`src/rtl/glyph_memory.sv`:
```
// Glyph bitmap store: NUM_GLYPHS x GLYPH_H x GLYPH_W pixel flops with a 2-stage
// read pipeline, a direct single-pixel write port and a serial glyph loader.
module glyph_memory #(
    parameter int                 GLYPH_W    = 4,
    parameter int                 GLYPH_H    = 5,
    parameter int                 NUM_GLYPHS = 16,
    parameter int                 BLANK_COL0 = 1,
    parameter logic [GLYPH_W-1:0] RESET_ROW  = GLYPH_W'(4'b1010)
) (
    input  logic                          i_clock,
    input  logic                          i_rst_n,
    input  logic                          i_rd_en,
    input  logic [$clog2(NUM_GLYPHS)-1:0] i_rd_glyph,
    input  logic [2:0]                    i_rd_x,
    input  logic [2:0]                    i_rd_y,
    output logic                          o_rd_data,
    output logic                          o_rd_valid,
    input  logic                          i_wr_en,
    input  logic [$clog2(NUM_GLYPHS)-1:0] i_wr_glyph,
    input  logic [2:0]                    i_wr_x,
    input  logic [2:0]                    i_wr_y,
    input  logic                          i_wr_data,
    input  logic                          i_load_start,
    input  logic [$clog2(NUM_GLYPHS)-1:0] i_load_glyph,
    input  logic                          i_load_abort,
    input  logic                          i_load_valid,
    input  logic                          i_load_data,
    output logic                          o_load_ready,
    output logic                          o_busy,
    output logic                          o_load_done
);
    localparam int GB = $clog2(NUM_GLYPHS);
    localparam int X0 = (BLANK_COL0 != 0) ? 1 : 0;  // first stored column
    localparam logic [0:0] S_IDLE = 1'b0;
    localparam logic [0:0] S_LOAD = 1'b1;

    logic [NUM_GLYPHS-1:0][GLYPH_H-1:0][GLYPH_W-1:0] w_mem;

    logic [0:0]    r_state;
    logic [GB-1:0] r_lg;
    logic [2:0]    r_lx, r_ly;
    logic          r_done;

    logic          w_busy, w_consume, w_last, w_load_we, w_dir_we, w_we, w_wd;
    logic [GB-1:0] w_wg;
    logic [2:0]    w_wx, w_wy;

    function automatic logic f_in_range(input logic [2:0] x, input logic [2:0] y);
        return (int'(x) >= X0) && (int'(x) < GLYPH_W) && (int'(y) < GLYPH_H);
    endfunction

    // Loader and direct port are mutually exclusive (direct writes need !busy),
    // so they share a single write port into the array.
    assign w_busy    = (r_state == S_LOAD);
    assign w_consume = w_busy && i_load_valid && !i_load_abort;
    assign w_last    = (r_lx == 3'(GLYPH_W-1)) && (r_ly == 3'(GLYPH_H-1));
    assign w_load_we = w_consume && (int'(r_lx) >= X0);
    assign w_dir_we  = i_wr_en && !w_busy && f_in_range(i_wr_x, i_wr_y);
    assign w_we      = w_load_we || w_dir_we;
    assign w_wg      = w_busy ? r_lg : i_wr_glyph;
    assign w_wx      = w_busy ? r_lx : i_wr_x;
    assign w_wy      = w_busy ? r_ly : i_wr_y;
    assign w_wd      = w_busy ? i_load_data : i_wr_data;

    always_ff @(posedge i_clock or negedge i_rst_n) begin
        if (!i_rst_n) begin
            r_state <= S_IDLE;
            r_lg    <= '0;
            r_lx    <= '0;
            r_ly    <= '0;
            r_done  <= 1'b0;
        end else begin
            r_done <= 1'b0;
            if (r_state == S_IDLE) begin
                if (i_load_start) begin
                    r_state <= S_LOAD;
                    r_lg    <= i_load_glyph;
                    r_lx    <= '0;
                    r_ly    <= '0;
                end
            end else if (i_load_abort) begin
                r_state <= S_IDLE;
            end else if (i_load_valid) begin
                if (w_last) begin
                    r_state <= S_IDLE;
                    r_done  <= 1'b1;
                end else if (r_lx == 3'(GLYPH_W-1)) begin
                    r_lx <= '0;
                    r_ly <= r_ly + 3'd1;
                end else begin
                    r_lx <= r_lx + 3'd1;
                end
            end
        end
    end

    for (genvar g = 0; g < NUM_GLYPHS; g++) begin : g_glyph
        for (genvar y = 0; y < GLYPH_H; y++) begin : g_row
            for (genvar x = 0; x < GLYPH_W; x++) begin : g_col
                if (x < X0) begin : g_blank
                    assign w_mem[g][y][x] = 1'b0;
                end else begin : g_flop
                    logic r_bit;
                    always_ff @(posedge i_clock or negedge i_rst_n) begin
                        if (!i_rst_n)
                            r_bit <= RESET_ROW[x];
                        else if (w_we && w_wg == GB'(g) && w_wy == 3'(y) && w_wx == 3'(x))
                            r_bit <= w_wd;
                    end
                    assign w_mem[g][y][x] = r_bit;
                end
            end
        end
    end

    // Stage 1 samples the array before this edge's write, giving read-before-write.
    logic [GLYPH_W-1:0] w_row, r_row;
    logic [2:0]         r_x;
    logic               r_v1, w_pix, r_rd_data, r_rd_valid;

    always_comb begin
        w_row = '0;
        for (int y = 0; y < GLYPH_H; y++)
            if (i_rd_y == 3'(y)) w_row = w_mem[i_rd_glyph][y];
    end

    always_comb begin
        w_pix = 1'b0;
        for (int x = 0; x < GLYPH_W; x++)
            if (r_x == 3'(x) && x >= X0) w_pix = r_row[x];
    end

    always_ff @(posedge i_clock or negedge i_rst_n) begin
        if (!i_rst_n) begin
            r_v1       <= 1'b0;
            r_row      <= '0;
            r_x        <= '0;
            r_rd_valid <= 1'b0;
            r_rd_data  <= 1'b0;
        end else begin
            r_v1       <= i_rd_en;
            r_rd_valid <= r_v1;
            if (i_rd_en) begin
                r_row <= w_row;
                r_x   <= i_rd_x;
            end
            if (r_v1) r_rd_data <= w_pix;
        end
    end

    assign o_rd_data    = r_rd_data;
    assign o_rd_valid   = r_rd_valid;
    assign o_busy       = w_busy;
    assign o_load_ready = w_busy;
    assign o_load_done  = r_done;
endmodule

```
`config.mk`:
```
export PLATFORM = sky130hd
export DESIGN_NAME = glyph_memory
export DESIGN_NICKNAME = d
export VERILOG_FILES = /design/src/rtl/glyph_memory.sv
export SDC_FILE = /design/constraint.sdc
export NUM_CORES = 1
export LEC_CHECK = 0
export CORE_UTILIZATION = 56
export CTS_CLUSTER_DIAMETER = 200
export DETAILED_ROUTE_END_ITERATION = 8
export HOLD_SLACK_MARGIN = 0.08
export PLACE_DENSITY_LB_ADDON = 0.1
export SYNTH_ARGS = -nofsm -noshare
export SYNTH_HDL_FRONTEND = slang
export SYNTH_SLANG_ARGS = --single-unit
```
`constraint.sdc`:
```
create_clock -name i_clock -period 1.83 [get_ports i_clock]
set_clock_uncertainty 0.05 [all_clocks]
set_input_delay 0.2745 -clock i_clock [delete_from_list [all_inputs] [get_ports i_clock]]
set_output_delay 0.2745 -clock i_clock [all_outputs]
set_load 0.1 [all_outputs]
```
Word-level counts from Yosys, hierarchy flattened:

Cells that the tools add are included.

* output and inout bits: 5
* logic and storage cells: 681
* input bits: 33
* register bits after elaboration: 262

* muxes and demuxes: 34
* bitwise logic cells: 1
* order comparisons: 5
* equal/unequal tests: 35
* add/subtract/negate cells: 2
* reductions and logical operators: 354

Operators with widths (number)
* logical AND 1 bit: 344
* binary-select mux 20 bit (select 4 bit): 1
* two-way mux 3 bit: 13
* equality test 4 bit (second input constant): 8
* equality test 3 x 2 -> 1 bit (second input constant): 9
* two-way mux 4 bit: 6
* two-way mux 20 bit: 1
* equality test 4 x 3 -> 1 bit (second input constant): 4
* two-way mux 1 bit: 13
* equality test 3 x 1 -> 1 bit (second input constant): 4
* equality test 3 bit (second input constant): 3
* equality test 4 x 2 -> 1 bit (second input constant): 2
* adder 3 x 1 -> 3 bit (second input constant): 2
* >= comparator 3 x 1 -> 1 bit (second input constant): 2
* logical NOT 3 bit: 2
* < comparator 3 bit (second input constant): 2
* inequality test 2 bit (second input constant): 3
* < comparator 4 x 5 -> 1 bit (second input constant): 1
* AND reduction 5 bit: 1
* equality test 4 x 1 -> 1 bit (second input constant): 1
* logical NOT 4 bit: 1
* AND reduction 4 bit: 1
* logical NOT 1 bit: 2
* inequality test 2 x 1 -> 1 bit (second input constant): 1
* other kinds (4): 4

Longest topological paths before layout:

* word-level depth: 8
* gate-level depth with buffers: 10
* mapped depth without buffers: 8

Worst setup path after synthesis:

No wires, ideal clock.

* path type: reg-to-reg
* start point: register r_state, in the netlist o_busy
* end point: register g_glyph[0].g_row[4].g_col[1].g_flop.r_bit
* arrival time: 2.540 ns
* data required time: 1.703 ns
* clock period less this slack: 2.668 ns
* library setup time: 0.077 ns
* setup slack: -0.838 ns
* stages on the path, launching flop included: 9
* path buffers: 3
* cell sequence: dfrtp_1 -> clkbuf_2 -> buf_2 -> mux2i_1 -> o21ai_0 -> nor2_1 -> clkbuf_1 -> a21oi_1 -> a31oi_1

* cells in the longest elaborated chain, start to end: 7
* elaborated cells on any way between the ends: 17
* classes of those cells: eq/ne: 2; mux: 4; reduce/logical: 11

RTL lines
* start, declared: line 39 `logic [0:0] r_state;`
* start signal, assigned: line 67 `r_state <= S_IDLE;`
* start signal, assigned: line 76 `r_state <= S_LOAD;`
* start signal, assigned: line 82 `r_state <= S_IDLE;`
* logical AND 1 bit / logical NOT 1 bit (equally long branches): line 55, 58
* logical AND 1 bit, on equally long branches: line 55, 58
* logical AND 1 bit, on equally long branches: line 57, 58
* logical OR 1 bit: line 59 `assign w_we = w_load_we || w_dir_we;`
* logical AND 1 bit (3 in series): line 107 `else if (w_we && w_wg == GB'(g) && w_wy == 3'(y) && w_wx == 3'(x))`
* end signal, assigned: line 106 `r_bit <= RESET_ROW[x];`
* end signal, assigned: line 108 `r_bit <= w_wd;`
* end, declared: line 103 `logic r_bit;`

Several ways; a longest one is shown, not always the timed one.
A chain may end at the register's enable or synchronous reset.

Final worst setup path:

* start point: register r_state, in the netlist o_busy
* end point: register g_glyph[0].g_row[2].g_col[1].g_flop.r_bit

* cells in the longest elaborated chain, start to end: 7
* elaborated cells on any way between the ends: 17
* classes of those cells: eq/ne: 2; mux: 4; reduce/logical: 11

RTL lines (line)
* logical AND 1 bit / logical NOT 1 bit (equally long branches): 55, 58
* logical AND 1 bit, on equally long branches: 55, 58
* logical AND 1 bit, on equally long branches: 57, 58
* logical OR 1 bit: 59
* logical AND 1 bit (3 in series): 107
* end signal, assigned: 106
* end signal, assigned: 108
* end, declared: 103

Several ways; a longest one is shown, not always the timed one.

==> flow_summary.toml <==
[setup_path]
crit_fanout = 7
r2r_cells = 9
crit-reg2reg-launch = "o_busy$_DFF_PN0_"
crit_path_start_kind = "register"
reg2reg_to = "g_glyph[0].g_row[2].g_col[1].g_flop.r_bit$_DFFE_PN1P_"
crit_path_end_kind = "register"
crit_type = "reg2reg"
r2r_setup_slack_ns = -0.53
worstPathRequired_ns = 2.25
cp.arrival_ns = 2.78

[sta]
rsz0062_at_grt = "true"
finalCritPeriodShare = 1.29
final.setup.tns_ns = -105.94
slew_headroom = 0.580
setup_violations = 246
maxSlewViolCount = 0
finalWorstSetupSlack_ns = -0.529
clock.fmax_ghz = 0.424
layout_min_cycle_time_ns = 2.36
tightestPinTransition_ns = 0.624
fin_hold_ws_ns = 0.207
hold_viol = 0

[synthesis]
synth_area_per_cell_sq_um = 10.6
ys.flop_type = "dfstp_2"
synth_seq_cells = 261
syn_nets = 1260
ys_warn_count = 0
async_flop_share = 1.00
yosys.cell_types.count = 51
synth-edff-count = 0
netlist_instances = 1223
syn_area_sq_um = 13000
seq_area_frac_synth = 0.517

[die]
die_w_um = 154
start_util = 0.573
die-area_sq_um = 23800
core_sq_um = 22700
rows = 55
io_pins = 38
die_h_um = 154

[route]
routedWlPerCell_um = 28.6
via_count = 11600
first_pass_iters = 8
via_per_inst = 7.10
ant_nets = 0
drc = 0
wl_um = 46600
drt_iter0_drc = 1279

[cts]
cts.path.max_buffers = 3
root_buffer = "clkbuf_16"
numCtsBuffers = 28
clk_pin_slew_ns = 0.07
cts_max_level = 1
clock-sinks = 261
clock_latency_ns = 0.55
cts_tree = "done"

[layout]
final_area_sq_um = 17400
syn_to_final_growth_pct = 33.7
nets = 1360
fill_cells = 1420
diodes = 0
drive_gt1_frac = 0.459

[place]
place_area_sq_um = 14800
place_hpwl_um = 21700
port_buffers = 37
post-place-ws_ns = -0.703
place_congestion = 0.829

[power]
p_total_mw = 14.1
p_per_area_nw_per_um2 = 811
ir_drop_mv = 0.830
p_leak_nw = 6.68

[grt]
grt_pass1_wl_um = 63000
grt_start_max_net_pins = 53
grt_antenna_before_repair = 0
grt.overflow.total = 0
grt_usage = 0.350
grt_pass1_vias = 10600

[job]
drv_cap = 0

[run_status]
violations = "negative setup slack"
status = "complete, but fails checks"

[hold_path]
hold_class = "in2async"
## cells in the final DEF, fill, tap and decap left out, types with 28 or more instances in the layout
master           instances
buf_4                   88
dfrtp_1                100
a21oi_1                158
clkdlybuf4s50_1         28
mux2i_1                 41
mux4_2                  44
a31oi_1                237
clkbuf_16               42
nand2_1                 34
a21oi_2                 87
dfstp_2                160
buf_12                  65
## registers in the layout, summed over array words and instances, names as in the netlist
register,cells
r_ly,3
o_busy,1
r_lx,3
o_load_done,1
o_rd_valid,1
r_row,3
r_v1,1
r_x,3
r_lg,4
o_rd_data,1
g_glyph.g_row.g_col.g_flop.r_bit,240
## Yosys cell counts (2+ instances only)
cell type  count  share of area
a21oi_1      254          0.098
a31oi_1      244           0.12
dfstp_2      160           0.32
dfrtp_1      101           0.19
clkbuf_1      80          0.023
buf_2         53          0.020
nor2_1        50          0.014
mux2i_1       44          0.034
mux4_2        44          0.076
nand2_1       36          0.010
mux2_2        20          0.017
nand3_1       18         0.0069
buf_4         12         0.0069
nor2b_1       10         0.0048
o21ai_0       10         0.0038
inv_1          9         0.0026
a22oi_1        8         0.0046
and3_1         5         0.0024
buf_1          5         0.0014
nand2b_1       5         0.0024
ha_1           4         0.0038
nand3_2        4         0.0031
nor3_1         4         0.0015
o2111ai_1      4         0.0027
nand4_1        3         0.0014
o22ai_1        3         0.0014
a211o_1        2         0.0013
a21o_1         2         0.0012
a32oi_1        2         0.0013
nand3b_1       2         0.0012
nor3b_1        2         0.0012
o221ai_1       2         0.0013
or3_1          2        0.00096
or3b_1         2         0.0013
## worst max-delay path, cell delays in order, from the launching register on
cell and delay (ns):
dfrtp_4 0.47, or3b_4 0.40, o32ai_4 0.28, buf_12 0.17
nand3_4 0.15, nor2_4 0.20, buf_6 0.15, clkbuf_16 0.17
a21oi_4 0.06, a31oi_1 0.18
## where the power goes
group	leakage (nW)	switching [mW]	internal [mW]
Clock	0.457	2.34	3.29
Sequential	3.03	0.146	6.04
Combinational	3.20	1.40	0.906
Total	6.68	3.88	10.2
## timing repair
action / CTS / global route
hold buffers: 1 / 0
cloned: 13 / 17
hold endpoints to repair: 125 / 0
pin swaps: 34 / 40
setup endpoints to repair: 244 / 248
gates resized for setup: 67 / 130
buffers inserted: 17 / 14
## per-layer routing
layer / track usage / wire [um] / vias to the layer above
met1: 0.481 / 17500 / 5685
met5: 0 / 0 / -
met3: 0.0577 / 5160 / 237
met4: 0.141 / 3350 / 0
li1: - / - / 4885
met2: 0.559 / 20600 / 767
## cells by family (layout without fill, tap and decap cells)
logic type / after synthesis / count (layout) / synth area share
AO/OA/AOI/OAI: 540 / 540 / 0.240
XOR/XNOR: 1 / 1 / 0.000673
AND/OR/NAND/NOR: 149 / 149 / 0.0556
buffers and inverters: 160 / 281 / 0.0548
multiplexers: 108 / 108 / 0.127
flip-flops: 261 / 261 / 0.517
adder cells (fa/ha/maj): 4 / 4 / 0.00385
## metrics by stage
step / instances / util
3_3_place_gp: 1528 / 0.652
5_1_grt: 1629 / 0.766
2_1_floorplan: 1223 / -
3_5_place_dp: 1528 / 0.652
6_report: 1629 / 0.766
4_1_cts: 1610 / 0.733
## worst max-delay path by stage
stage	start	endpoint	cells after the start
CTS	o_busy$_DFF_PN0_	g_glyph[5].g_row[1].g_col[1].g_flop.r_bit$_DFFE_PN1P_	9
floorplan	o_busy$_DFF_PN0_	g_glyph[2].g_row[2].g_col[3].g_flop.r_bit$_DFFE_PN1P_	8
detailed placement	i_wr_x[2]	g_glyph[7].g_row[1].g_col[2].g_flop.r_bit$_DFFE_PN0P_	8
finish	o_busy$_DFF_PN0_	g_glyph[0].g_row[2].g_col[1].g_flop.r_bit$_DFFE_PN1P_	9
global route	o_busy$_DFF_PN0_	g_glyph[3].g_row[3].g_col[3].g_flop.r_bit$_DFFE_PN1P_	8
global placement	i_wr_en	g_glyph[10].g_row[2].g_col[2].g_flop.r_bit$_DFFE_PN0P_	8
## area by class of cell
class	instances	area (sq um)	share of cell area
Timing Repair Buffer	221	2930	0.169
Multi-Input combinational cell	802	6420	0.369
Sequential cell	261	6740	0.387
Inverter	9	33.8	0.00194
Clock buffer	46	890	0.0511
Clock inverter	5	25.0	0.00144
Tap cell	285	357	0.0205
Note: power is estimated with default switching activity, not from simulation.
